**src/rtl/pixel_write_sink.sv**
```systemverilog
// Avalon-MM write-only pixel sink. Decodes pixel addresses into framebuffer
// indices, buffers accepted pixels in a small circular FIFO and drains them
// to a single-port framebuffer through a ready/valid handshake. Rejected
// writes are counted and latched into a sticky error flag.
module pixel_write_sink #(
    parameter int          H_RESOLUTION = 320,
    parameter int          V_RESOLUTION = 240,
    parameter int          PIXEL_BITS   = 16,
    parameter logic [31:0] BASE_ADDRESS = 32'h0000_0000,
    parameter int          FIFO_DEPTH   = 4,
    parameter int          ROW_BITS     = $clog2(V_RESOLUTION),
    parameter int          COL_BITS     = $clog2(H_RESOLUTION)
) (
    input  logic                         clock,
    input  logic                         reset,
    input  logic [31:0]                  s_address,
    input  logic [PIXEL_BITS-1:0]        s_writedata,
    input  logic                         s_write,
    output logic                         s_waitrequest,
    output logic [ROW_BITS+COL_BITS-1:0] fb_addr,
    output logic [PIXEL_BITS-1:0]        fb_data,
    output logic                         fb_we,
    input  logic                         fb_ready,
    input  logic                         clear,
    output logic [31:0]                  pixel_count,
    output logic [15:0]                  drop_count,
    output logic                         error,
    output logic                         frame_done
);

    localparam int ADDR_W = ROW_BITS + COL_BITS;
    localparam int PTR_W  = (FIFO_DEPTH > 1) ? $clog2(FIFO_DEPTH) : 1;
    localparam int CNT_W  = PTR_W + 1;
    localparam logic [ADDR_W-1:0] LAST_IDX = ADDR_W'(V_RESOLUTION * H_RESOLUTION - 1);
    localparam logic [CNT_W-1:0]  FULL_CNT = CNT_W'(FIFO_DEPTH);

    typedef enum logic [0:0] {
        IDLE  = 1'b0,
        WRITE = 1'b1
    } state_t;

    // Saturating increment used for the drop counter.
    function automatic logic [15:0] sat_inc16(input logic [15:0] v);
        return (v == 16'hFFFF) ? v : v + 16'd1;
    endfunction

    // Address decode
    logic [31:0]         off;
    logic [ROW_BITS-1:0] dec_row;
    logic [COL_BITS-1:0] dec_col;
    logic                dec_valid;
    logic [ADDR_W-1:0]   dec_index;

    // FIFO storage and control
    logic [ADDR_W-1:0]     fifo_addr_q [FIFO_DEPTH];
    logic [PIXEL_BITS-1:0] fifo_data_q [FIFO_DEPTH];
    logic [PTR_W-1:0]      wr_ptr_q, wr_ptr_d;
    logic [PTR_W-1:0]      rd_ptr_q, rd_ptr_d;
    logic [CNT_W-1:0]      count_q, count_d;
    logic                  fifo_full, fifo_empty;
    logic                  accept, push, drop, pop;

    // Drain FSM and framebuffer output registers
    state_t                state_q, state_d;
    logic                  fb_we_q, fb_we_d;
    logic [ADDR_W-1:0]     fb_addr_q, fb_addr_d;
    logic [PIXEL_BITS-1:0] fb_data_q, fb_data_d;
    logic                  handshake;

    // Statistics
    logic [31:0] pixel_count_q, pixel_count_d;
    logic [15:0] drop_count_q, drop_count_d;
    logic        error_q, error_d;
    logic        frame_done_q, frame_done_d;

    assign fifo_full     = (count_q == FULL_CNT);
    assign fifo_empty    = (count_q == '0);
    assign s_waitrequest = reset | fifo_full;
    assign accept        = s_write & ~s_waitrequest;
    assign push          = accept & dec_valid;
    assign drop          = accept & ~dec_valid;
    assign handshake     = fb_we_q & fb_ready;

    // Split the byte offset into row/column and check it lies in the window.
    always_comb begin
        off       = s_address - BASE_ADDRESS;
        dec_row   = off[COL_BITS+1 +: ROW_BITS];
        dec_col   = off[1 +: COL_BITS];
        dec_valid = (off[0] == 1'b0)
                 && ((off >> (ROW_BITS + COL_BITS + 1)) == 32'd0)
                 && ({{(32-COL_BITS){1'b0}}, dec_col} < 32'(H_RESOLUTION))
                 && ({{(32-ROW_BITS){1'b0}}, dec_row} < 32'(V_RESOLUTION));
        dec_index = ADDR_W'(dec_row) * ADDR_W'(H_RESOLUTION) + ADDR_W'(dec_col);
    end

    // Drain FSM: load the FIFO head into the output registers and hold it
    // until the framebuffer accepts; chain back-to-back when more is queued.
    always_comb begin
        state_d      = state_q;
        fb_we_d      = fb_we_q;
        fb_addr_d    = fb_addr_q;
        fb_data_d    = fb_data_q;
        pop          = 1'b0;
        frame_done_d = handshake && (fb_addr_q == LAST_IDX);
        case (state_q)
            IDLE: begin
                if (!fifo_empty) begin
                    fb_addr_d = fifo_addr_q[rd_ptr_q];
                    fb_data_d = fifo_data_q[rd_ptr_q];
                    fb_we_d   = 1'b1;
                    pop       = 1'b1;
                    state_d   = WRITE;
                end
            end
            WRITE: begin
                if (fb_ready) begin
                    if (!fifo_empty) begin
                        fb_addr_d = fifo_addr_q[rd_ptr_q];
                        fb_data_d = fifo_data_q[rd_ptr_q];
                        fb_we_d   = 1'b1;
                        pop       = 1'b1;
                    end else begin
                        fb_we_d = 1'b0;
                        state_d = IDLE;
                    end
                end
            end
            default: begin
                fb_we_d = 1'b0;
                state_d = IDLE;
            end
        endcase
    end

    // FIFO pointer and occupancy bookkeeping; push and pop may coincide.
    always_comb begin
        wr_ptr_d = push ? wr_ptr_q + PTR_W'(1) : wr_ptr_q;
        rd_ptr_d = pop  ? rd_ptr_q + PTR_W'(1) : rd_ptr_q;
        case ({push, pop})
            2'b10:   count_d = count_q + CNT_W'(1);
            2'b01:   count_d = count_q - CNT_W'(1);
            default: count_d = count_q;
        endcase
    end

    // Traffic counters and sticky error; clear overrides any update.
    always_comb begin
        pixel_count_d = pixel_count_q;
        drop_count_d  = drop_count_q;
        error_d       = error_q;
        if (clear) begin
            pixel_count_d = '0;
            drop_count_d  = '0;
            error_d       = 1'b0;
        end else begin
            if (handshake) begin
                pixel_count_d = pixel_count_q + 32'd1;
            end
            if (drop) begin
                drop_count_d = sat_inc16(drop_count_q);
                error_d      = 1'b1;
            end
        end
    end

    // FIFO payload storage; contents are only meaningful between the pointers.
    always_ff @(posedge clock) begin
        if (push) begin
            fifo_addr_q[wr_ptr_q] <= dec_index;
            fifo_data_q[wr_ptr_q] <= s_writedata;
        end
    end

    // State, pointer, output and counter registers with synchronous reset.
    always_ff @(posedge clock) begin
        if (reset) begin
            state_q       <= IDLE;
            wr_ptr_q      <= '0;
            rd_ptr_q      <= '0;
            count_q       <= '0;
            fb_we_q       <= 1'b0;
            fb_addr_q     <= '0;
            fb_data_q     <= '0;
            pixel_count_q <= '0;
            drop_count_q  <= '0;
            error_q       <= 1'b0;
            frame_done_q  <= 1'b0;
        end else begin
            state_q       <= state_d;
            wr_ptr_q      <= wr_ptr_d;
            rd_ptr_q      <= rd_ptr_d;
            count_q       <= count_d;
            fb_we_q       <= fb_we_d;
            fb_addr_q     <= fb_addr_d;
            fb_data_q     <= fb_data_d;
            pixel_count_q <= pixel_count_d;
            drop_count_q  <= drop_count_d;
            error_q       <= error_d;
            frame_done_q  <= frame_done_d;
        end
    end

    assign fb_we       = fb_we_q;
    assign fb_addr     = fb_addr_q;
    assign fb_data     = fb_data_q;
    assign pixel_count = pixel_count_q;
    assign drop_count  = drop_count_q;
    assign error       = error_q;
    assign frame_done  = frame_done_q;

endmodule

```
**config.mk**
```make
export PLATFORM = sky130hd
export DESIGN_NAME = pixel_write_sink
export DESIGN_NICKNAME = d
export VERILOG_FILES = /design/src/rtl/pixel_write_sink.sv
export SDC_FILE = /design/constraint.sdc
export NUM_CORES = 1
export LEC_CHECK = 0
export CELL_PAD_IN_SITES_DETAIL_PLACEMENT = 1
export CELL_PAD_IN_SITES_GLOBAL_PLACEMENT = 1
export CORE_MARGIN = 1.5
export CORE_UTILIZATION = 40
export DETAILED_ROUTE_END_ITERATION = 12
export PLACE_DENSITY = 0.81
export SLEW_MARGIN = 20
export SYNTH_ARGS = -nofsm -noshare
export SYNTH_HDL_FRONTEND = slang
export SYNTH_SLANG_ARGS = --single-unit
export TNS_END_PERCENT = 1
```
**constraint.sdc**
```tcl
create_clock -name clock -period 2.9 [get_ports clock]
set_input_delay 0.58 -clock clock [delete_from_list [all_inputs] [get_ports clock]]
set_output_delay 0.58 -clock clock [all_outputs]
set_load 0.005 [all_outputs]
```
# Yosys cells after proc, flatten, opt, wreduce, memory -nomap -nowiden
# Memories as Yosys holds them, arrays and structs flattened. A register that Yosys moved wholly into a read port is not among the register bits.
# Index checks and enable logic that the tools add are counted.
[word_totals]
in_bits = 53
ramBits = 132
elab_cells = 71
mem_count = 2
regBits = 92
[op_classes]
magnitude_cmp = 2
reduce_logical = 10
bitwise = 10
eq_ne = 7
mux = 21
add_sub_neg = 7
n_mul = 1
[mem_list]
columns = ["name", "depth", "width", "read_ports", "rd_ports_with_merged_regs", "write_ports", "line_no", "rtl"]
rows = [
  ["fifo_addr_q", 4, 17, 1, 1, 1, "55", "logic [ADDR_W-1:0] fifo_addr_q [FIFO_DEPTH];"],
  ["fifo_data_q", 4, 16, 1, 1, 1, "56", "logic [PIXEL_BITS-1:0] fifo_data_q [FIFO_DEPTH];"],
]
[ops]
columns = ["cell", "count"]
rows = [
  ["2-to-1 mux 17 bit", 2],
  ["one-hot mux 17 bit (2 select lines)", 1],
  ["adder 32 x 1 -> 32 bit (second input constant)", 1],
  ["logical NOT 32 bit", 1],
  ["2-to-1 mux 16 bit", 2],
  ["one-hot mux 16 bit (2 select lines)", 1],
  ["adder 17 x 9 -> 17 bit", 1],
  ["== test 17 bit (second input constant)", 1],
  ["adder 16 x 1 -> 16 bit (second input constant)", 1],
  ["== test 16 bit (second input constant)", 1],
  ["multiplier 8 x 3 -> 11 bit (second input constant)", 1],
  ["less-than comparator 9 bit (second input constant)", 1],
  ["less-than comparator 8 bit (second input constant)", 1],
  ["2-to-1 mux 2 bit", 4],
  ["2-to-1 mux 1 bit", 7],
  ["one-hot mux 1 bit (2 select lines)", 3],
  ["one-hot mux 3 bit (2 select lines)", 1],
  ["NOT 1 bit", 5],
  ["adder 2 x 1 -> 2 bit (second input constant)", 2],
  ["bitwise AND 1 bit", 4],
  ["logical AND 1 bit", 4],
  ["!= test 2 bit (second input constant)", 2],
  ["AND reduction 2 bit", 2],
  ["adder 3 x 1 -> 3 bit (second input constant)", 1],
  ["8 further kinds", 8],
]

# Logic depth before layout (Yosys ltp)
# Gate-level depths: netlist of the first run.
[depth]
word_depth = 7
depth_mapped = 11

# Least setup slack after synthesis of the first run
# No wires, ideal clock.
[synth_path]
path_kind = "input -> register"
startpoint = "input s_address[11]"
endpoint = "memory fifo_addr_q[0][16] in the netlist's numbering, data pin"
cell_stages = 8
setup_time_ps = 226
slack_ps = 88
arrival_ps = 2586
path_cell_list = "ha_1 > ha_1 > fa_1 > a211oi_1 > nor2_1 > xor2_1 > nand3b_1 > o32ai_1"
[synth_via]
elab_chain_cells = 2
[synth_rtl]
columns = ["element", "line_no", "rtl"]
rows = [
  ["start, declared", "16", "input logic [31:0] s_address,"],
  ["multiplier 8 x 3 -> 11 bit", "93", "dec_index = ADDR_W'(dec_row) * ADDR_W'(H_RESOLUTION) + ADDR_W'(dec_col);"],
  ["adder 17 x 9 -> 17 bit", "93", ""],
  ["named net dec_index[16]", "52", "logic [ADDR_W-1:0] dec_index;"],
  ["end, declared", "55", ""],
]
# The timed path passes the listed nets, and every way through them passes these cells.

# Final worst setup path of the first run
[layout_path]
startpoint = "input s_address[11]"
endpoint = "memory fifo_addr_q[2][16] in the netlist's numbering, data pin"
# Same word-level chain as after synthesis.

==> impl_metrics.py, run 1 <==
metrics = {
    "sta": {
        "clock.fmax_ghz": 0.356,
        "hold_ws_ns": 0.449,
        "clock_skew_ns": 0.0128,
        "slew_headroom": 0.385,
        "worst_slew_pin_slew_ns": 0.915,
        "drv_slew": 0,
        "setup-tns-final_ns": 0,
        "hold_violations": 0,
        "final.min_clock_period_ns": 2.81,
        "fin_crit_sh": 0.970,
        "fin_ws_ns": 0.0878,
        "setup_viol_count_final": 0,
    },
    "critical_path": {
        "path_max_fanout": 4,
        "cp_slowest_cell": "clkdlybuf4s50_1",
        "arrival_ns": 3.20,
        "rr_startpoint": "count_q[1]",
        "crit_top_cell": "ha_1",
        "cpPeakStageDelay_ns": 0.44,
        "worstSetupStartpointType": "input port",
        "cp-startpoint": "s_address[11]",
        "required_ns": 3.28,
        "critical_path_class": "input port to flop",
        "end_kind": "flop",
        "worstPathCellList": "clkdlybuf4s50_1 > ha_1 > ha_1 > fa_1 > a211oi_2 > nor2_1 > xor2_1 > nand3b_1 > o32ai_2 > buf_4",
    },
    "logic_synthesis": {
        "synthDistinctLibCells": 57,
        "synth_top_flop_cell": "edfxtp_1",
        "synth_compound_area_frac": 0.0700,
        "synthXorXnorAreaFrac": 0.0418,
        "synth_area_per_cell_sq_um": 12.9,
        "syn-num-nets": 809,
        "synth_fa_ha_area_frac": 0.0356,
        "synth_cells": 731,
        "muxShareOfSynthArea": 0.0799,
        "syn_area_sq_um": 9420,
        "synth-seq-area-share": 0.620,
        "synth_top_family_by_area": "simple AND/OR/NAND/NOR gates",
        "yosys_warnings": 0,
        "synthArstFlopShare": 0,
        "synth_edf_count": 132,
        "yosys.area_share.simple": 0.131,
        "ys_ff_latch": 226,
    },
    "power": {
        "p_switching_mw": 2.49,
        "powerDensity_nw_per_um2": 723,
        "clkPwrFrac": 0.347,
        "peakVddDrop_mv": 0.535,
        "seq_power_share": 0.439,
        "p_leak_nw": 4.12,
        "p_sw_frac": 0.278,
        "comb_power_share": 0.214,
        "intPower_mw": 6.45,
    },
    "clocking": {
        "clk_latency_ns": 0.53,
        "root_buffer": "clkbuf_16",
        "cts_setup_buffers": 0,
        "cts_buffer_depth": 3,
        "htreeDepth": 1,
        "clkSlewWorstSetupHoldPaths_ns": 0.06,
        "cts_tree": "yes",
        "numCtsBuffers": 25,
        "cts.sinks": 226,
    },
    "layout": {
        "area_delta_synth_final_pct": 31.0,
        "final_layout_size_suffix_gt1_frac": 0.158,
        "final_cell_mix": "clkdlybuf4s50_1 (136), edfxtp_1 (132), nand2_1 (94)",
        "n_antenna_cell": 0,
        "nets": 991,
        "layout_commonest_cell": "clkdlybuf4s50_1",
    },
    "global_routing": {
        "gr-total-overflow": 0,
        "use_met2": 0.356,
        "grt_pass1_wl_microns": 37700,
        "antenna_found_initial": 0,
        "met1_usage": 0.238,
        "gr-usage-met3": 0.0366,
        "grt_pass1_vias": 7167,
        "grt_max_degree": 40,
        "busiest_layer": "met2",
        "track_usage": 0.197,
    },
    "routing": {
        "wl_per_cell_microns": 19.0,
        "viasPerCell": 5.30,
        "ant_nets": 0,
        "drt_iter0_markers": 234,
        "first_pass_iters": 6,
        "wirelength_microns": 23600,
        "drc": 0,
        "num_vias": 6599,
    },
    "placed_design": {
        "portBuffers": 137,
        "place_ws_ns": -0.511,
        "hpwl_microns": 15900,
        "place.gp.congestion": 0.765,
    },
    "min_path": {
        "hold_start": "reset",
        "hp-class": "input port to flop",
    },
    "floorplanning": {
        "core_region_area_sq_um": 22800,
        "die_y_microns": 156,
        "start_util": 0.412,
        "rows": 55,
        "dieArea_sq_um": 24500,
        "ios": 138,
        "die_w_microns": 156,
    },
    "outcome": {
        "status": "complete, no violations",
    },
    "run": {
        "maxCapViolCount": 0,
    },
}
power by group through the flow:
stage	registers, mW	clock network [mW]	logic, mW
floorplan	3.89	0	1.01
detailed placement	3.99	0	1.91
global route	3.96	3.27	2.10
CTS	3.93	3.16	1.93
global placement	3.98	0	1.82
finish	3.92	3.10	1.91
flip-flops by register name, indices dropped and copies added, names as in the netlist, named ones only:
register     cells
fifo_data_q     64
fifo_addr_q     68
state_q          1
error            1
rd_ptr_q         2
fb_data         16
fb_we            1
wr_ptr_q         2
drop_count      16
count_q          3
frame_done       1
fb_addr         17
pixel_count     32
synth_stat cells, types with 4 or more instances:
cell type,number,share of area
clkbuf_1,21,0.0084
nand2_1,94,0.037
mux4_2,33,0.079
xor2_1,30,0.028
edfxtp_1,132,0.42
and2_1,6,0.0040
buf_2,4,0.0021
nor3_1,9,0.0048
o21ai_0,12,0.0064
o21a_1,4,0.0032
or3_1,10,0.0066
nor4_1,8,0.0053
xnor2_1,15,0.014
or4_1,7,0.0056
dfxtp_1,94,0.20
o31ai_1,6,0.0048
inv_1,20,0.0080
ha_1,22,0.029
nand3_1,23,0.012
and3_1,5,0.0033
a21oi_1,53,0.028
nand4_1,21,0.014
nor2_1,49,0.020
critical path, delay by kind of cell:
kind,cells,cell delay [ns]
adder cells (fa/ha/maj),3,0.95
buffers and inverters,2,0.62
AO/OA/AOI/OAI,2,0.60
AND/OR/NAND/NOR,2,0.26
XOR/XNOR,1,0.19
area by class of cell:
| type | count | area, sq um |
|---|---|---|
| repair buffers | 184 | 1820 |
| flip-flops and latches | 226 | 5850 |
| fillers | 2327 | 10500 |
| inverters | 21 | 78.8 |
| well taps | 313 | 392 |
| clock inverters | 18 | 149 |
| clock buffers | 28 | 657 |
| multi-input cells | 455 | 3410 |
cells by family after synthesis:
| family | after synthesis |
|---|---|
| and+or+nand+nor | 249 |
| xor gates and xnor gates | 45 |
| DFF | 226 |
| adders and majority gates | 25 |
| muxes | 34 |
| AOI/OAI and AO/OA | 102 |
| buffers and inverters | 50 |
through the flow:
step / cells / area (sq um) / total power [mW] / util
final: 1245 / 12300 / 8.93 / 0.540
after global routing: 1245 / 12300 / 9.33 / 0.540
after CTS: 1245 / 12300 / 9.01 / 0.539
after detailed placement: 1199 / 11500 / 5.90 / 0.504
after global placement: 1199 / 11500 / 5.80 / 0.504
after floorplan: 731 / 9420 / 4.90 / -
worst paths after layout:
kind	to	slack [ns]	cells after the start
setup / recovery	fifo_addr_q[2][16]	0.09	10
setup reg to reg	count_q[2]	0.77	10
hold reg to reg	fb_data[7]	0.46	2
hold / removal	fb_data[1]	0.45	2
repair_timing:
item / 4_1_cts / 5_1_grt
hold buffers: 0 / 0
gates resized for setup: 0 / 4
endpoints found under the setup margin: 0 / 16
hold endpoints to repair: 0 / 0
layer usage:
metal	share of wire	up-vias
met5	0	-
met4	0.024	0
met3	0.050	39
met2	0.51	156
met1	0.42	3326
li1	-	3078
Power figures use the tool's default switching activity.
==> run 2: changes to the inputs <==
--- a/config.mk
+++ b/config.mk
@@ -10,7 +10,7 @@
 export CORE_MARGIN = 1.5
 export CORE_UTILIZATION = 40
 export DETAILED_ROUTE_END_ITERATION = 12
-export PLACE_DENSITY = 0.81
+export PLACE_DENSITY_LB_ADDON = 0.3
 export SLEW_MARGIN = 20
 export SYNTH_ARGS = -nofsm -noshare
 export SYNTH_HDL_FRONTEND = slang
==> impl_metrics.py, run 2 (synthesis gave the netlist of run 1 again) <==
metrics = {
    "outcome": {
        "status": "complete, no violations",
    },
    "layout": {
        "layout_commonest_cell": "clkdlybuf4s50_1",
        "n_antenna_cell": 0,
        "area_delta_synth_final_pct": 31.2,
        "design_area_sq_um": 12400,
        "final_cell_mix": "clkdlybuf4s50_1 (136), edfxtp_1 (132), nand2_1 (94)",
        "largest_reg_flops": 68,
        "nFillCells": 2361,
        "regMostFlops": "fifo_addr_q",
        "nets": 997,
        "final_layout_size_suffix_gt1_frac": 0.149,
    },
    "routing": {
        "wirelength_microns": 22900,
        "drc": 0,
        "first_pass_iters": 4,
        "ant_nets": 0,
        "drt_iter0_markers": 268,
        "viasPerCell": 5.26,
        "wl_per_cell_microns": 18.3,
        "num_vias": 6572,
    },
    "critical_path": {
        "arrival_ns": 3.17,
        "rr_startpoint": "count_q[1]",
        "crit_top_cell": "ha_1",
        "worstSetupStartpointType": "input port",
        "critical_path_class": "input port to flop",
        "worstPathCellList": "clkdlybuf4s50_1 > ha_1 > ha_1 > fa_1 > a211oi_2 > nor2_1 > xor2_1 > nand3b_1 > o32ai_1 > buf_4",
        "cp_slowest_cell": "fa_1",
        "end_kind": "flop",
        "path_max_fanout": 4,
        "cpPeakStageDelay_ns": 0.44,
        "required_ns": 3.28,
        "cp-startpoint": "s_address[11]",
    },
    "floorplanning": {
        "rows": 55,
        "dieArea_sq_um": 24500,
        "start_util": 0.412,
        "die_w_microns": 156,
        "ios": 138,
        "core_region_area_sq_um": 22800,
        "die_y_microns": 156,
    },
    "global_routing": {
        "grt_pass1_wl_microns": 36500,
        "track_usage": 0.190,
        "antenna_found_initial": 0,
        "grt_pass1_vias": 6886,
        "grt_max_degree": 38,
        "gr-total-overflow": 0,
    },
    "sta": {
        "drv_slew": 0,
        "clock.fmax_ghz": 0.360,
        "hold_violations": 0,
        "worst_slew_pin_slew_ns": 0.800,
        "final.min_clock_period_ns": 2.78,
        "fin_crit_sh": 0.959,
        "clock_skew_ns": 0.0105,
        "hold_ws_ns": 0.459,
        "slew_headroom": 0.462,
        "setup_viol_count_final": 0,
        "fin_ws_ns": 0.118,
        "rsz0062_at_grt": "yes",
    },
    "clocking": {
        "cts_tree": "yes",
        "cts_setup_buffers": 0,
        "cts_buffer_depth": 3,
        "numCtsBuffers": 24,
        "htreeDepth": 1,
        "clk_latency_ns": 0.52,
        "clkSlewWorstSetupHoldPaths_ns": 0.06,
        "cts.sinks": 226,
        "ctsResizeCount": 0,
        "root_buffer": "clkbuf_16",
        "postCtsHoldBufs": 0,
    },
    "power": {
        "intPower_mw": 6.43,
        "p_switching_mw": 2.41,
        "comb_power_share": 0.218,
        "powerDensity_nw_per_um2": 715,
        "p_sw_frac": 0.272,
        "p_leak_nw": 4.13,
        "seq_power_share": 0.440,
        "clkPwrFrac": 0.341,
        "peakVddDrop_mv": 0.445,
    },
    "run": {
        "maxCapViolCount": 0,
    },
    "placed_design": {
        "dpl_cell_area_sq_um": 11600,
        "place.gp.congestion": 0.770,
        "place_ws_ns": -0.515,
        "portBuffers": 137,
        "hpwl_microns": 15500,
    },
    "min_path": {
        "hold_start": "fb_data[8]",
        "hp-class": "flop to flop",
    },
}
## run 2: path summary, 6_finish.rpt
path / endpoint / slack [ns] / depth (start not counted)
setup / recovery: fifo_addr_q[2][16] / 0.12 / 10
hold / removal: fb_data[8] / 0.46 / 2
setup reg to reg: count_q[2] / 0.71 / 10
hold reg to reg: fb_data[8] / 0.46 / 2
## run 2: layer usage
metal,vias up,GRT usage,part of all wire,wire length (microns)
met5,-,0,0,0
met4,0,0.0431,0.018,405
met3,35,0.0307,0.052,1200
met2,171,0.339,0.49,11300
met1,3264,0.242,0.44,9990
li1,3102,-,-,-
## run 2: final cells by class
type	instances	area, sq um	share of cell area
Timing Repair Buffer	191	1880	0.152
Sequential cell	226	5850	0.473
Tap cell	313	392	0.0317
Multi-Input combinational cell	455	3380	0.273
Clock inverter	12	123	0.00992
Inverter	21	78.8	0.00638
Clock buffer	32	661	0.0534
## run 2: worst max-delay path: cells and delay by family
kind                       cells  cell delay (ns)
adders and majority gates      3             0.98
buffers and inverters          2             0.61
AOI/OAI and AO/OA              2             0.58
and+or+nand+nor                2             0.23
xor gates and xnor gates       1             0.20
## run 2: power by group through the flow
stage / logic, mW / registers, mW / clock network (mW)
6_report: 1.93 / 3.89 / 3.02
3_3_place_gp: 1.90 / 3.95 / 0
3_5_place_dp: 1.96 / 3.96 / 0
4_1_cts: 1.97 / 3.90 / 3.08
5_1_grt: 2.11 / 3.92 / 3.21
2_1_floorplan: 1.01 / 3.89 / 0
## run 2: per-stage QoR
| stage | utilization | power, mW | TNS, ns | cells |
|---|---|---|---|---|
| finish | 0.541 | 8.84 | 0 | 1250 |
| global route | 0.541 | 9.24 | -0.0928 | 1250 |
| CTS | 0.541 | 8.95 | 0 | 1250 |
| detailed placement | 0.507 | 5.91 | -13.22 | 1206 |
| global placement | 0.507 | 5.84 | -8.05 | 1206 |
| floorplan | - | 4.90 | 0 | 731 |
